--- config.mk ---
export PLATFORM = sky130hd
export DESIGN_NAME = mod_addsub_pipe_flat
export DESIGN_NICKNAME = d
export VERILOG_FILES = /design/src/rtl/mod_arith_pkg.sv /design/src/rtl/mod_addsub_pipe_if.sv /design/src/rtl/mod_pipe_slot.sv /design/src/rtl/mod_addsub_pipe.sv /design/src/flat_wrapper.sv
export SDC_FILE = /design/constraint.sdc
export NUM_CORES = 1
export LEC_CHECK = 0
export ABC_CLOCK_PERIOD_IN_PS = 2250
export CAP_MARGIN = 20
export CORE_MARGIN = 4
export CORE_UTILIZATION = 40
export CTS_BUF_LIST = sky130_fd_sc_hd__clkbuf_4 sky130_fd_sc_hd__clkbuf_8
export DETAILED_ROUTE_END_ITERATION = 7
export GPL_TIMING_DRIVEN = 0
export HOLD_SLACK_MARGIN = 0.02
export PLACE_DENSITY_LB_ADDON = 0.15
export SLEW_MARGIN = 25
export SYNTH_ARGS = -nofsm -noshare
export SYNTH_HDL_FRONTEND = slang
export SYNTH_HIERARCHICAL = 1
export SYNTH_SLANG_ARGS = --single-unit
--- constraint.sdc ---
create_clock -name clk -period 2.25 [get_ports clk]
set_input_delay 0.45 -clock clk [delete_from_list [all_inputs] [get_ports clk]]
set_output_delay 0.45 -clock clk [all_outputs]
set_load 0.1 [all_outputs]
--- src/rtl/mod_arith_pkg.sv ---
// Shared definitions for the modular arithmetic datapath blocks (add/sub today, multipliers later).
// Holds the op encoding and the legality check for a (WIDTH, MODULUS) pair.
package mod_arith_pkg;

  localparam logic OP_ADD = 1'b0;
  localparam logic OP_SUB = 1'b1;

  // Upper width bound keeps 2^width representable in a longint.
  function automatic bit mod_params_ok(input int width, input longint modulus);
    return (width >= 2) && (width <= 62) &&
           (modulus >= 2) && (modulus <= (longint'(1) << width));
  endfunction

endpackage

--- src/rtl/mod_addsub_pipe_if.sv ---
// Operand/result handshake bundle for mod_addsub_pipe.
// master drives operands and out_ready; slave is the pipeline itself.
interface mod_addsub_pipe_if #(
  parameter int WIDTH = 4
);
  logic             s;
  logic [WIDTH-1:0] x;
  logic [WIDTH-1:0] y;
  logic             in_valid;
  logic             in_ready;
  logic [WIDTH-1:0] z;
  logic             err;
  logic             out_valid;
  logic             out_ready;

  modport master (
    output s, x, y, in_valid, out_ready,
    input  in_ready, z, err, out_valid
  );

  modport slave (
    input  s, x, y, in_valid, out_ready,
    output in_ready, z, err, out_valid
  );
endinterface

--- src/rtl/mod_pipe_slot.sv ---
// Single valid/ready register slot carrying a DW-bit payload.
// Latency: 1 cycle. Backpressure: accepts when empty or when downstream takes the held word.
// Held payload stays stable while out_vld is high and out_rdy is low.
module mod_pipe_slot #(
  parameter int DW = 8
) (
  input  logic          clk,
  input  logic          rst_n,
  input  logic          in_vld,
  output logic          in_rdy,
  input  logic [DW-1:0] in_dat,
  output logic          out_vld,
  input  logic          out_rdy,
  output logic [DW-1:0] out_dat
);

  assign in_rdy = !out_vld || out_rdy;

  always_ff @(posedge clk or negedge rst_n) begin
    if (!rst_n) begin
      out_vld <= 1'b0;
      out_dat <= '0;
    end else if (in_rdy) begin
      out_vld <= in_vld;
      if (in_vld) begin
        out_dat <= in_dat;
      end
    end
  end

endmodule

--- src/rtl/mod_addsub_pipe.sv ---
// Modular add/subtract z = (x +/- y) mod MODULUS; MOD_ADDSUB_RANGE_CHECK_EN adds an operand range flag on err.
// Latency: 3 cycles accept-to-out_valid, one result per cycle when unstalled.
// Backpressure: three valid/ready slots, bubbles collapse; in_ready is combinational from out_ready only.
module mod_addsub_pipe
  import mod_arith_pkg::*;
#(
  parameter int WIDTH   = 4,
  parameter int MODULUS = 15
) (
  input logic              clk,
  input logic              rst_n,
  mod_addsub_pipe_if.slave io
);

  if (!mod_params_ok(WIDTH, MODULUS)) begin : g_bad_params
    $fatal(1, "mod_addsub_pipe: illegal WIDTH/MODULUS pair");
  end

  localparam logic [WIDTH:0]   M_T = (WIDTH+1)'(MODULUS);
  localparam logic [WIDTH+1:0] M_C = (WIDTH+2)'(MODULUS);

`ifdef MOD_ADDSUB_RANGE_CHECK_EN
  localparam int FW = 1;
`else
  localparam int FW = 0;
`endif

  localparam int P1 = 1 + (WIDTH + 1) + FW;
  localparam int P2 = 1 + (WIDTH + 1) + (WIDTH + 2) + FW;
  localparam int P3 = WIDTH + FW;

  logic          v1, v2, v3;
  logic          rdy2, rdy3;
  logic [P1-1:0] d1_in, d1;
  logic [P2-1:0] d2_in, d2;
  logic [P3-1:0] d3_in, d3;

  // Stage 1: raw sum, or difference whose top bit is the borrow.
  logic [WIDTH:0] t_in;

  always_comb begin
    if (io.s == OP_SUB) begin
      t_in = {1'b0, io.x} - {1'b0, io.y};
    end else begin
      t_in = {1'b0, io.x} + {1'b0, io.y};
    end
  end

  // Stage 2: correction candidate, one extra bit so t + M cannot wrap.
  logic             op1;
  logic [WIDTH:0]   t1;
  logic [WIDTH+1:0] c_in;

  always_comb begin
    if (op1 == OP_SUB) begin
      c_in = {1'b0, t1} + M_C;
    end else begin
      c_in = {1'b0, t1} - M_C;
    end
  end

  // Stage 3: pick corrected or raw value; M = 2^WIDTH reduces to carry-out.
  logic             op2;
  logic [WIDTH:0]   t2;
  logic [WIDTH+1:0] c2;
  logic             take_c;
  logic [WIDTH-1:0] z_in;
  logic [WIDTH-1:0] z3;

  always_comb begin
    if (op2 == OP_SUB) begin
      take_c = t2[WIDTH];
    end else begin
      take_c = (t2 >= M_T);
    end
    z_in = WIDTH'(take_c ? c2 : {1'b0, t2});
  end

`ifdef MOD_ADDSUB_RANGE_CHECK_EN
  logic f_in, f1, f2, f3;

  assign f_in        = ({1'b0, io.x} >= M_T) || ({1'b0, io.y} >= M_T);
  assign d1_in       = {io.s, t_in, f_in};
  assign {op1, t1, f1} = d1;
  assign d2_in       = {op1, t1, c_in, f1};
  assign {op2, t2, c2, f2} = d2;
  assign d3_in       = {z_in, f2};
  assign {z3, f3}    = d3;
  assign io.err      = f3;
`else
  assign d1_in       = {io.s, t_in};
  assign {op1, t1}   = d1;
  assign d2_in       = {op1, t1, c_in};
  assign {op2, t2, c2} = d2;
  assign d3_in       = z_in;
  assign z3          = d3;
  assign io.err      = 1'b0;
`endif

  mod_pipe_slot #(.DW(P1)) u_slot1 (
    .clk     (clk),
    .rst_n   (rst_n),
    .in_vld  (io.in_valid),
    .in_rdy  (io.in_ready),
    .in_dat  (d1_in),
    .out_vld (v1),
    .out_rdy (rdy2),
    .out_dat (d1)
  );

  mod_pipe_slot #(.DW(P2)) u_slot2 (
    .clk     (clk),
    .rst_n   (rst_n),
    .in_vld  (v1),
    .in_rdy  (rdy2),
    .in_dat  (d2_in),
    .out_vld (v2),
    .out_rdy (rdy3),
    .out_dat (d2)
  );

  mod_pipe_slot #(.DW(P3)) u_slot3 (
    .clk     (clk),
    .rst_n   (rst_n),
    .in_vld  (v2),
    .in_rdy  (rdy3),
    .in_dat  (d3_in),
    .out_vld (v3),
    .out_rdy (io.out_ready),
    .out_dat (d3)
  );

  assign io.z         = z3;
  assign io.out_valid = v3;

endmodule
--- src/flat_wrapper.sv ---
// flat-port wrapper written by rule: the top's interface ports become plain ports
module mod_addsub_pipe_flat import mod_arith_pkg::*;
#(
  parameter int WIDTH   = 4,
  parameter int MODULUS = 15
)
  (clk, rst_n, io_s, io_x, io_y, io_in_valid, io_out_ready, io_in_ready, io_z, io_err, io_out_valid);
  mod_addsub_pipe_if #(.WIDTH(WIDTH)) io_i ();
  input logic clk;
  input logic rst_n;
  input wire logic [$bits(io_i.s)-1:0] io_s;
  input wire logic [$bits(io_i.x)-1:0] io_x;
  input wire logic [$bits(io_i.y)-1:0] io_y;
  input wire logic [$bits(io_i.in_valid)-1:0] io_in_valid;
  input wire logic [$bits(io_i.out_ready)-1:0] io_out_ready;
  output wire logic [$bits(io_i.in_ready)-1:0] io_in_ready;
  output wire logic [$bits(io_i.z)-1:0] io_z;
  output wire logic [$bits(io_i.err)-1:0] io_err;
  output wire logic [$bits(io_i.out_valid)-1:0] io_out_valid;
  assign io_i.s = io_s;
  assign io_i.x = io_x;
  assign io_i.y = io_y;
  assign io_i.in_valid = io_in_valid;
  assign io_i.out_ready = io_out_ready;
  assign io_in_ready = io_i.in_ready;
  assign io_z = io_i.z;
  assign io_err = io_i.err;
  assign io_out_valid = io_i.out_valid;
  mod_addsub_pipe #(.WIDTH(WIDTH), .MODULUS(MODULUS)) u_core (.clk(clk), .rst_n(rst_n), .io(io_i));
endmodule
==> results of run 1 <==
## timing repair
action / in CTS / in global routing
buffers inserted: 1 / 0
pin swaps: 2 / 0
gates resized for setup: 16 / 1
setup endpoints to repair: 8 / 1
## registers in the layout (all words and copies together), names as in the netlist
register	cells
u_core/u_slot1/out_dat	6
u_core/u_slot2/out_vld	1
u_core/u_slot2/out_dat	10
u_core/u_slot1/out_vld	1
u_core/u_slot3/out_vld	1
u_core/u_slot3/out_dat	4
## how the worst max path moves through the flow
| stage | start | end | cells after the start |
|---|---|---|---|
| floorplan | u_core/u_slot3/out_vld | u_core/u_slot1/out_dat[0] | 5 |
| finish | io_out_ready | io_in_ready | 5 |
| global placement | io_out_ready | io_in_ready | 5 |
| global route | io_out_ready | io_in_ready | 5 |
| CTS | io_out_ready | io_in_ready | 5 |
| detailed placement | io_out_ready | io_in_ready | 5 |
## final cells by class
cell class | instances | share of cell area
well taps | 44 | 0.03372
multi-input cells | 66 | 0.4521
flip-flops and latches | 23 | 0.3525
clock inverters | 1 | 0.003065
clock buffers | 3 | 0.01379
inverters | 10 | 0.02299
repair buffers | 19 | 0.1050
plain buffers | 2 | 0.01686
## cells in the final DEF, fill, tap and decap left out, types with 4 or more instances in the layout
| master | n |
|---|---|
| dlygate4sd2_1 | 7 |
| ha_1 | 8 |
| mux2_4 | 18 |
| mux2_2 | 5 |
| inv_1 | 10 |
| nor2_1 | 4 |
| clkdlybuf4s50_1 | 9 |
| xnor2_1 | 5 |
| clkbuf_4 | 4 |
| dfrtp_1 | 23 |
## power breakdown
part | internal (mW) | total (mW) | switching [mW] | leakage (nW)
clock | 0.0664 | 0.188 | 0.121 | 0.0177
sequential | 0.566 | 0.686 | 0.120 | 0.265
combinational | 0.432 | 0.945 | 0.513 | 0.525
## layer usage
metal / part of all wire / GRT usage / up-vias
met5: 0 / 0 / -
met4: 0.0042 / 0.03046 / 0
met3: 0.043 / 0.04422 / 2
met2: 0.48 / 0.1983 / 16
met1: 0.47 / 0.1447 / 390
li1: - / - / 382
## per-stage QoR
| step | util | hold WS, ns | power, mW | TNS (ns) | instance area (um^2) |
|---|---|---|---|---|---|
| after floorplan | - | 0.1544 | 1.454 | 0 | 1365 |
| after global placement | 0.5075 | 0.4933 | 1.651 | -1.780 | 1600 |
| after detailed placement | 0.5075 | 0.4942 | 1.669 | -1.920 | 1600 |
| after CTS | 0.5187 | 0.5227 | 1.843 | 0 | 1635 |
| after global routing | 0.5179 | 0.1188 | 1.940 | 0 | 1633 |
| final | 0.5179 | 0.09344 | 1.819 | 0 | 1633 |
==> summary.txt, run 1 <==
Cells and area
  • Relative area change from synthesis to final layout: 19.62%
  • Non-filler instance count after layout: 168
  • Antenna Cells: 0
  • Multi-input gate area: between 700 and 800 um^2
  • Sequential standard cell area: roughly 580 um^2
  • Share of layout cells above drive strength 1: 0.3468
  • Fill cells: 298
  • Final net count: 148

Floorplan
  • Number of rows in the core area: 20
  • Boundary pin count: 20
  • Initial cell density of the core: 0.4329
  • Die Ht: ~66 um
  • Core Region: 0.003153 mm^2
  • Width of the chip: roughly 66 um
  • Die outline area: between 0.004 and 0.005 mm^2

Setup path
  • CP top delay family: buffers and inverters
  • Worst Path Required: between 1.5 and 2 ns
  • Nature of the critical path startpoint: primary input
  • Highest cell delay on the worst timing path: around 0.45 ns
  • Worst setup slack for register-to-register paths: 0.69 ns
  • Cells traversed along the worst timing path: clkdlybuf4s50_1 > nand2b_4 > nand2b_4 > nand2b_4 > clkbuf_4
  • Cells on worst reg2reg path: 5
  • Critical Path Fanout Max: 3
  • Highest-delay cell along the critical path: clkdlybuf4s50_1
  • Reg-to-Reg End: u_core/u_slot2/out_dat[3]
  • Worst path bufs/invs: 2
  • CP dominant cell by count: nand2b_4
  • Startpoint of the lowest-slack register-to-register path: u_core/u_slot1/out_dat[5]
  • Element type at the critical path end: primary output
  • Endpoint arrival time on the critical path: ~1.7 ns
  • Worst Setup Path Type: primary input to primary output

GRT
  • Largest net degree at the start of global routing: 24
  • Global Route Usage Sum: 0.1194
  • First-pass GRT wire length: a little under 4000 um
  • Initial antenna violation count: 0
  • Total grt overflow: 0
  • Vias in the first global route: about 900

Drt
  • Routed vias: approximately 800
  • Post-route DRC violation count: 0
  • Vias per inst: roughly 4.7
  • Router iterations before antenna repair: 2
  • Starting DRT DRC Count: 18
  • WL per Instance: 12.80 um
  • Antenna-violating nets left: 0
  • Detailed-route wire length: roughly 2200 um

Timing
  • Worst Max-Slew Pin Slew: around 0.96 ns
  • Final Setup Violations: 0
  • Fin Clk Skew: between 0.002 and 0.003 ns
  • Final count of hold timing violations: 0
  • Final worst-path setup slack: between 0.1 and 0.15 ns
  • Setup repair after global routing missed its margin: false
  • Max Slew Vio Count: 0
  • Maximum clock rate: between 400 and 500 MHz
  • Headroom to the max-slew limit: 0.3659
  • Minimum clock period after layout: roughly 2.1 ns
  • Share of the cycle needed by the critical path after routing: 0.9343

Clock tree
  • Clk root buf: clkbuf_4
  • H-tree levels: 1
  • Number of clock sinks: 23
  • Number of buffers inserted during clock tree synthesis: 3
  • Clock-pin slew on the worst setup and hold paths: around 0.12 ns
  • CTS tree: built
  • CTS max path bufs: 2
  • Clock latency on the worst-skew pair: 0.31 ns
  • Cts-stage hold buffer count: 0

Synth
  • Gate count after technology mapping: between 100 and 150
  • Synth warn: 6
  • Cell Area, Synth: around 0.0014 mm^2
  • Net count after synthesis: 124
  • Mean instance size in the synthesized netlist: between 10 and 15 um^2

Placement
  • Final weighted congestion in routability-driven placement: just over 0.7
  • Cell count after placement: ~160
  • Total half-perimeter wirelength after legalization and detailed placement: 1658 um
  • Placement-stage worst setup slack: -0.6668 ns
  • Port bufs: 18

Run
  • MaxCap Viol Count: 0

Min path
  • Classification of the worst-slack hold path: primary input to async pin

Power
  • Pleak: 0.8080 nW
  • Total power divided by cell area: ~1100 mW/mm^2
  • Peak supply drop: about 0.53 mV

Outcome
  • Status: finished clean
No activity file was read; power rests on OpenSTA's default activity.
==> inputs of run 2 (changes only) <==
- CORE_ASPECT_RATIO: not set -> 0.6
- CORE_UTILIZATION: 40 -> 48
==> run 2 against run 1 <==
Cell count down 7.7%. Count of clock-buffer cells in the layout up 1. Critical path type is now flop to primary output. Critical endpoint is now io_z[2]. Sequential share of layout area down 0.19 points. Register-to-register slack worse by 0.04 ns.
==> summary.txt, run 2 (synthesized netlist as in run 1, its figures left out) <==
Outcome
  • Status: finished clean

Floorplan
  • Die Ht: 49.31 um (-26%)
  • Initial cell density of the core: 0.5230 (+0.09007)
  • Core Region: 0.002610 mm^2 (-17%)
  • Width of the chip: 76.85 um (+16%)
  • Number of rows in the core area: 14 (-30%)
  • Die outline area: 0.003789 mm^2 (-14%)
  • Boundary pin count: 20 (unchanged)

Power
  • Post-route total power: 1.939 mW (+6.6%)
  • Pleak: 0.8249 nW (+2.1%)
  • Total power divided by cell area: 1181 mW/mm^2 (+6.0%)
  • Peak supply drop: 0.6928 mV (+32%)

Setup path
  • Element type at the critical path end: primary output
  • Worst Path Required: 1.80 ns (about the same)
  • CP top delay family: buffers and inverters
  • Worst Setup Path Type: flop to primary output
  • Highest cell delay on the worst timing path: 1.13 ns (+0.68 ns)
  • Critical path depth in cells: 1 (-4)
  • Worst path bufs/invs: 1 (-1)
  • Critical Path Fanout Max: 2 (-1)
  • Cells traversed along the worst timing path: clkdlybuf4s50_1
  • Endpoint arrival time on the critical path: 1.74 ns (+0.09 ns)
  • Nature of the critical path startpoint: flop
  • Cells on worst reg2reg path: 5 (unchanged)
  • Highest-delay cell along the critical path: clkdlybuf4s50_1

Cells and area
  • Share of layout cells above drive strength 1: 0.3415 (-0.005311)
  • Flip-flop count of the largest register, all copies and words added: 10 (unchanged)
  • Final net count: 147 (-0.68%)
  • Fill cells: 213 (-29%)
  • Non-filler instance count after layout: 155 (-7.7%)
  • Antenna Cells: 0 (unchanged)
  • Biggest register: u_core/u_slot2/out_dat
  • Relative area change from synthesis to final layout: 20.26%
  • Most used cells in the layout excluding fill and tap cells: dfrtp_1 (23), mux2_4 (18), clkdlybuf4s50_1 (11), inv_1 (10), ha_1 (8)
  • Largest registers in the final layout: u_core/u_slot2/out_dat (10), u_core/u_slot1/out_dat (6), u_core/u_slot3/out_dat (4)
  • Commonest non-fill, non-tap cell in the layout: dfrtp_1
  • Finished Core Util: 0.6290 (+0.1111)

Drt
  • Starting DRT DRC Count: 10 (-8)
  • Router iterations before antenna repair: 4 (+2)
  • Detailed-route wire length: 2477 um (+15%)
  • Antenna-violating nets left: 0 (unchanged)
  • Post-route DRC violation count: 0 (unchanged)
  • WL per Instance: 15.98 um (+25%)
  • Routed vias: 781 (-1.1%)
  • Vias per inst: 5.039 (+7.2%)

GRT
  • Total grt overflow: 0 (unchanged)
  • Vias in the first global route: 875 (-2.2%)
  • First-pass GRT wire length: 4181 um (+5.4%)
  • Largest net degree at the start of global routing: 24 (unchanged)
  • Global Route Usage Sum: 0.1430 (+0.02361)
  • Initial antenna violation count: 0 (unchanged)

Timing
  • Max Slew Vio Count: 0 (unchanged)
  • Fin Clk Skew: 0.001858 ns (-0.0008807 ns)
  • Maximum clock rate: 456.8 MHz (-4.0%)
  • Share of the cycle needed by the critical path after routing: 0.9729 (+0.03858)
  • Final Setup Violations: 0 (unchanged)
  • Minimum clock period after layout: 2.189 ns (+0.08680 ns)
  • Setup repair after global routing missed its margin: false
  • Headroom to the max-slew limit: 0.3566 (-0.009221)
  • Final count of hold timing violations: 0 (unchanged)
  • Setup TNS: 0 ns (unchanged)
  • Worst Max-Slew Pin Slew: 0.9620 ns (+0.007025 ns)

Clock tree
  • Buffers inserted during post-CTS setup optimization: 0 (-1)
  • Clock latency on the worst-skew pair: 0.26 ns (-0.05 ns)
  • Cts-stage hold buffer count: 0 (unchanged)
  • CTS max path bufs: 2 (unchanged)
  • Clk root buf: clkbuf_8
  • CTS tree: built
  • Clock-pin slew on the worst setup and hold paths: 0.08 ns (-0.04 ns)
  • Number of buffers inserted during clock tree synthesis: 3 (unchanged)
  • H-tree levels: 1 (unchanged)
  • Number of clock sinks: 23 (unchanged)

Placement
  • Total half-perimeter wirelength after legalization and detailed placement: 1963 um (+18%)
  • Cell count after placement: 151 (-7.4%)
  • Port bufs: 18 (unchanged)
  • Final weighted congestion in routability-driven placement: 0.7871 (+8.8%)

Run
  • MaxCap Viol Count: 0 (unchanged)

Min path
  • Classification of the worst-slack hold path: primary input to async pin
-- run 2: cell count changes in the layout (fill, tap and decap cells not counted), sizes merged --
cell	before	now
dlygate4sd2	7	3
clkdlybuf4s50	9	11
dlymetal6s2s	0	2
buf	4	3
clkbuf	4	5
clkinv	1	0
-- run 2: area by class of cell --
cell class / count / area, um^2 / share of cell area
multi-input combinational: 66 / 738.2 / 0.4497
sequential: 23 / 575.6 / 0.3506
timing repair buffer: 18 / 173.9 / 0.1059
clock buffer: 4 / 48.80 / 0.02973
tap: 32 / 40.04 / 0.02439
inverter: 10 / 37.54 / 0.02287
buffer: 2 / 27.53 / 0.01677
-- run 2: final timing paths --
check | startpoint | end | slack [ns]
hold / removal | rst_n | u_core/u_slot1/out_vld | 0.15
setup reg to reg | u_core/u_slot1/out_dat[5] | u_core/u_slot2/out_dat[3] | 0.65
max in group asynchronous | rst_n | u_core/u_slot1/out_dat[1] | 1.76
min in group clk | u_core/u_slot3/out_dat[1] | u_core/u_slot3/out_dat[1] | 0.52
hold reg to reg | u_core/u_slot3/out_dat[1] | u_core/u_slot3/out_dat[1] | 0.52
setup / recovery | u_core/u_slot3/out_dat[2] | io_z[2] | 0.06
-- run 2: metrics by stage --
stage	hold WS [ns]	cell area [um^2]	setup slack [ns]
global route	0.1873	1642	0.003689
finish	0.1469	1642	0.06104
detailed placement	0.4972	1585	-0.6734
global placement	0.4921	1585	-0.6640
floorplan	0.1544	1365	0.08560
CTS	0.5181	1635	0.02797
-- run 2: where the power goes --
group / internal, mW / switching, mW / leakage, nW / total (mW)
logic: 0.455 / 0.529 / 0.534 / 0.984
clock network: 0.138 / 0.122 / 0.0262 / 0.260
registers: 0.568 / 0.127 / 0.265 / 0.694
total: 1.16 / 0.779 / 0.825 / 1.94
-- run 2: per-layer routing --
metal	up-vias	wire length (um)	GRT usage
met5	-	0	0
met2	9	1206	0.2355
met1	388	1174	0.1855
li1	382	-	-
met4	0	13	0.03313
met3	2	82	0.04244
-- run 2: repair_timing --
item | 4_1_cts | 5_1_grt
hold endpoints to repair | 0 | 0
setup endpoints to repair | 4 | 4
pin swaps | 1 | 0
gates resized for setup | 11 | 4
==> inputs of run 3 (changes only) <==
- SKIP_CTS_REPAIR_TIMING: not set -> 1
==> run 3 against run 2 <==
Non-clock buffer count is the same. Sequential share of layout area shrank 0.29 points. Total power is 0.16% higher. Setup slack improved by 0.00088 ns. Combinational power rose by 0.4%. Highest routed layer unchanged.
==> summary.txt, run 3 (synthesized netlist as in run 1, its figures left out) <==
Floorplan
  • Initial cell density of the core: 0.5230 (unchanged)
  • Width of the chip: 76.85 um (unchanged)
  • Die Ht: 49.31 um (unchanged)
  • Core Region: 0.002610 mm^2 (unchanged)
  • Die outline area: 0.003789 mm^2 (unchanged)
  • Boundary pin count: 20 (unchanged)
  • Number of rows in the core area: 14 (unchanged)

Setup path
  • Endpoint arrival time on the critical path: 1.74 ns (about the same)
  • Cells traversed along the worst timing path: clkdlybuf4s50_1
  • Highest-delay cell along the critical path: clkdlybuf4s50_1
  • Worst Path Required: 1.80 ns (about the same)
  • Worst path bufs/invs: 1 (unchanged)
  • Worst Setup Path Type: flop to primary output
  • Highest cell delay on the worst timing path: 1.13 ns (about the same)
  • Critical Path Fanout Max: 2 (unchanged)
  • CP top delay family: buffers and inverters
  • Element type at the critical path end: primary output
  • Nature of the critical path startpoint: flop

Timing
  • Headroom to the max-slew limit: 0.3566 (unchanged)
  • Final worst-path setup slack: 0.06192 ns (+0.0008761 ns)
  • Max Slew Vio Count: 0 (unchanged)
  • Minimum clock period after layout: 2.188 ns (-0.0008761 ns)
  • Setup repair after global routing missed its margin: false
  • Maximum clock rate: 457.0 MHz (about the same)
  • Worst Max-Slew Pin Slew: 0.9620 ns (unchanged)
  • Share of the cycle needed by the critical path after routing: 0.9725 (about the same)
  • Final Setup Violations: 0 (unchanged)
  • Fin Clk Skew: 0.002174 ns (+0.0003164 ns)
  • Final count of hold timing violations: 0 (unchanged)

Run
  • MaxCap Viol Count: 0 (unchanged)

GRT
  • Initial antenna violation count: 0 (unchanged)
  • Global Route Usage Sum: 0.1438 (+0.0007987)
  • First-pass GRT wire length: 4215 um (+0.81%)
  • Largest net degree at the start of global routing: 24 (unchanged)
  • Total grt overflow: 0 (unchanged)
  • Vias in the first global route: 885 (+1.1%)

Drt
  • Met3 Wirelength: 83 um (+1.2%)
  • Top Metal Used: met4
  • Met1 Wirelength: 1186 um (+1.0%)
  • Post-route DRC violation count: 0 (unchanged)
  • Starting DRT DRC Count: 9 (-1)
  • Antenna-violating nets left: 0 (unchanged)
  • Router iterations before antenna repair: 2 (-2)
  • WL per Instance: 16.15 um (+1.0%)
  • Vias per inst: 5.077 (+0.77%)
  • Met2 wire length: 1220 um (+1.2%)
  • Detailed-route wire length: 2503 um (+1.0%)
  • Routed vias: 787 (+0.77%)

Cells and area
  • Multi-input gate area: 740.7 um^2 (+0.34%)
  • Most used cells in the layout excluding fill and tap cells: dfrtp_1 (23), mux2_4 (18), clkdlybuf4s50_1 (11), inv_1 (10), ha_1 (8)
  • Finished Core Util: 0.6342 (+0.005273)
  • Biggest register: u_core/u_slot2/out_dat
  • Flip-flop count of the largest register, all copies and words added: 10 (unchanged)
  • Share of layout cells above drive strength 1: 0.3496 (+0.008130)
  • Commonest non-fill, non-tap cell in the layout: dfrtp_1
  • Final net count: 147 (unchanged)
  • Antenna Cells: 0 (unchanged)
  • Largest registers in the final layout: u_core/u_slot2/out_dat (10), u_core/u_slot1/out_dat (6), u_core/u_slot3/out_dat (4)
  • Sequential standard cell area: 575.6 um^2 (unchanged)
  • Fill cells: 213 (unchanged)
  • Relative area change from synthesis to final layout: 21.27%

Placement
  • Total half-perimeter wirelength after legalization and detailed placement: 1963 um (unchanged)
  • Final weighted congestion in routability-driven placement: 0.7871 (unchanged)
  • Placement-stage worst setup slack: -0.6734 ns (unchanged)
  • Port bufs: 18 (unchanged)

Clock tree
  • Number of buffers inserted during clock tree synthesis: 3 (unchanged)
  • CTS max path bufs: 2 (unchanged)
  • Clock latency on the worst-skew pair: 0.26 ns (about the same)
  • CTS tree: built
  • H-tree levels: 1 (unchanged)
  • Clock-pin slew on the worst setup and hold paths: 0.08 ns (about the same)
  • Number of clock sinks: 23 (unchanged)
  • Clk root buf: clkbuf_8

Power
  • Pleak: 0.8446 nW (+2.4%)
  • Peak supply drop: 0.6885 mV (-0.62%)
  • Total power divided by cell area: 1173 mW/mm^2 (-0.67%)

Min path
  • Classification of the worst-slack hold path: primary input to async pin

Outcome
  • Status: finished clean
## run 3: final timing paths
path / from / endpoint / slack, ns / depth (start not counted)
max: u_core/u_slot3/out_dat[2] / io_z[2] / 0.06 / 1
min: rst_n / u_core/u_slot1/out_vld / 0.15 / 1
max reg2reg: u_core/u_slot1/out_dat[5] / u_core/u_slot2/out_dat[3] / 0.64 / 5
min reg2reg: u_core/u_slot3/out_dat[1] / u_core/u_slot3/out_dat[1] / 0.52 / 1
max in group asynchronous: rst_n / u_core/u_slot1/out_dat[1] / 1.76 / 1
min in group clk: u_core/u_slot3/out_dat[1] / u_core/u_slot3/out_dat[1] / 0.52 / 1
## run 3: cell type report
cell class / instances / area share
Sequential cell: 23 / 0.3477
Tap cell: 32 / 0.02419
Clock buffer: 4 / 0.02948
Inverter: 10 / 0.02268
Timing Repair Buffer: 18 / 0.1119
Multi-Input combinational cell: 66 / 0.4475
Buffer: 2 / 0.01663
## run 3: layer usage
metal | track usage | vias to the layer above
met3 | 0.04244 | 2
li1 | - | 382
met2 | 0.2341 | 9
met5 | 0 | -
met4 | 0.03313 | 0
met1 | 0.1889 | 394
## run 3: power by group
group          leakage, nW  internal (mW)  switching [mW]  total (mW)
clock               0.0262          0.138           0.122       0.260
sequential           0.265          0.568           0.127       0.694
combinational        0.553          0.457           0.531       0.988
total                0.845           1.16           0.780        1.94
## run 3: per-stage QoR
step           cell area [um^2]  hold WS (ns)  power [mW]  cells  TNS, ns
2_1_floorplan              1365        0.1544       1.454    101        0
3_3_place_gp               1585        0.4921       1.649    151   -1.850
3_5_place_dp               1585        0.4972       1.682    151   -1.982
4_1_cts                    1634        0.5181       1.949    155   -1.086
5_1_grt                    1655        0.1873       2.051    155        0
6_report                   1655        0.1470       1.942    155        0
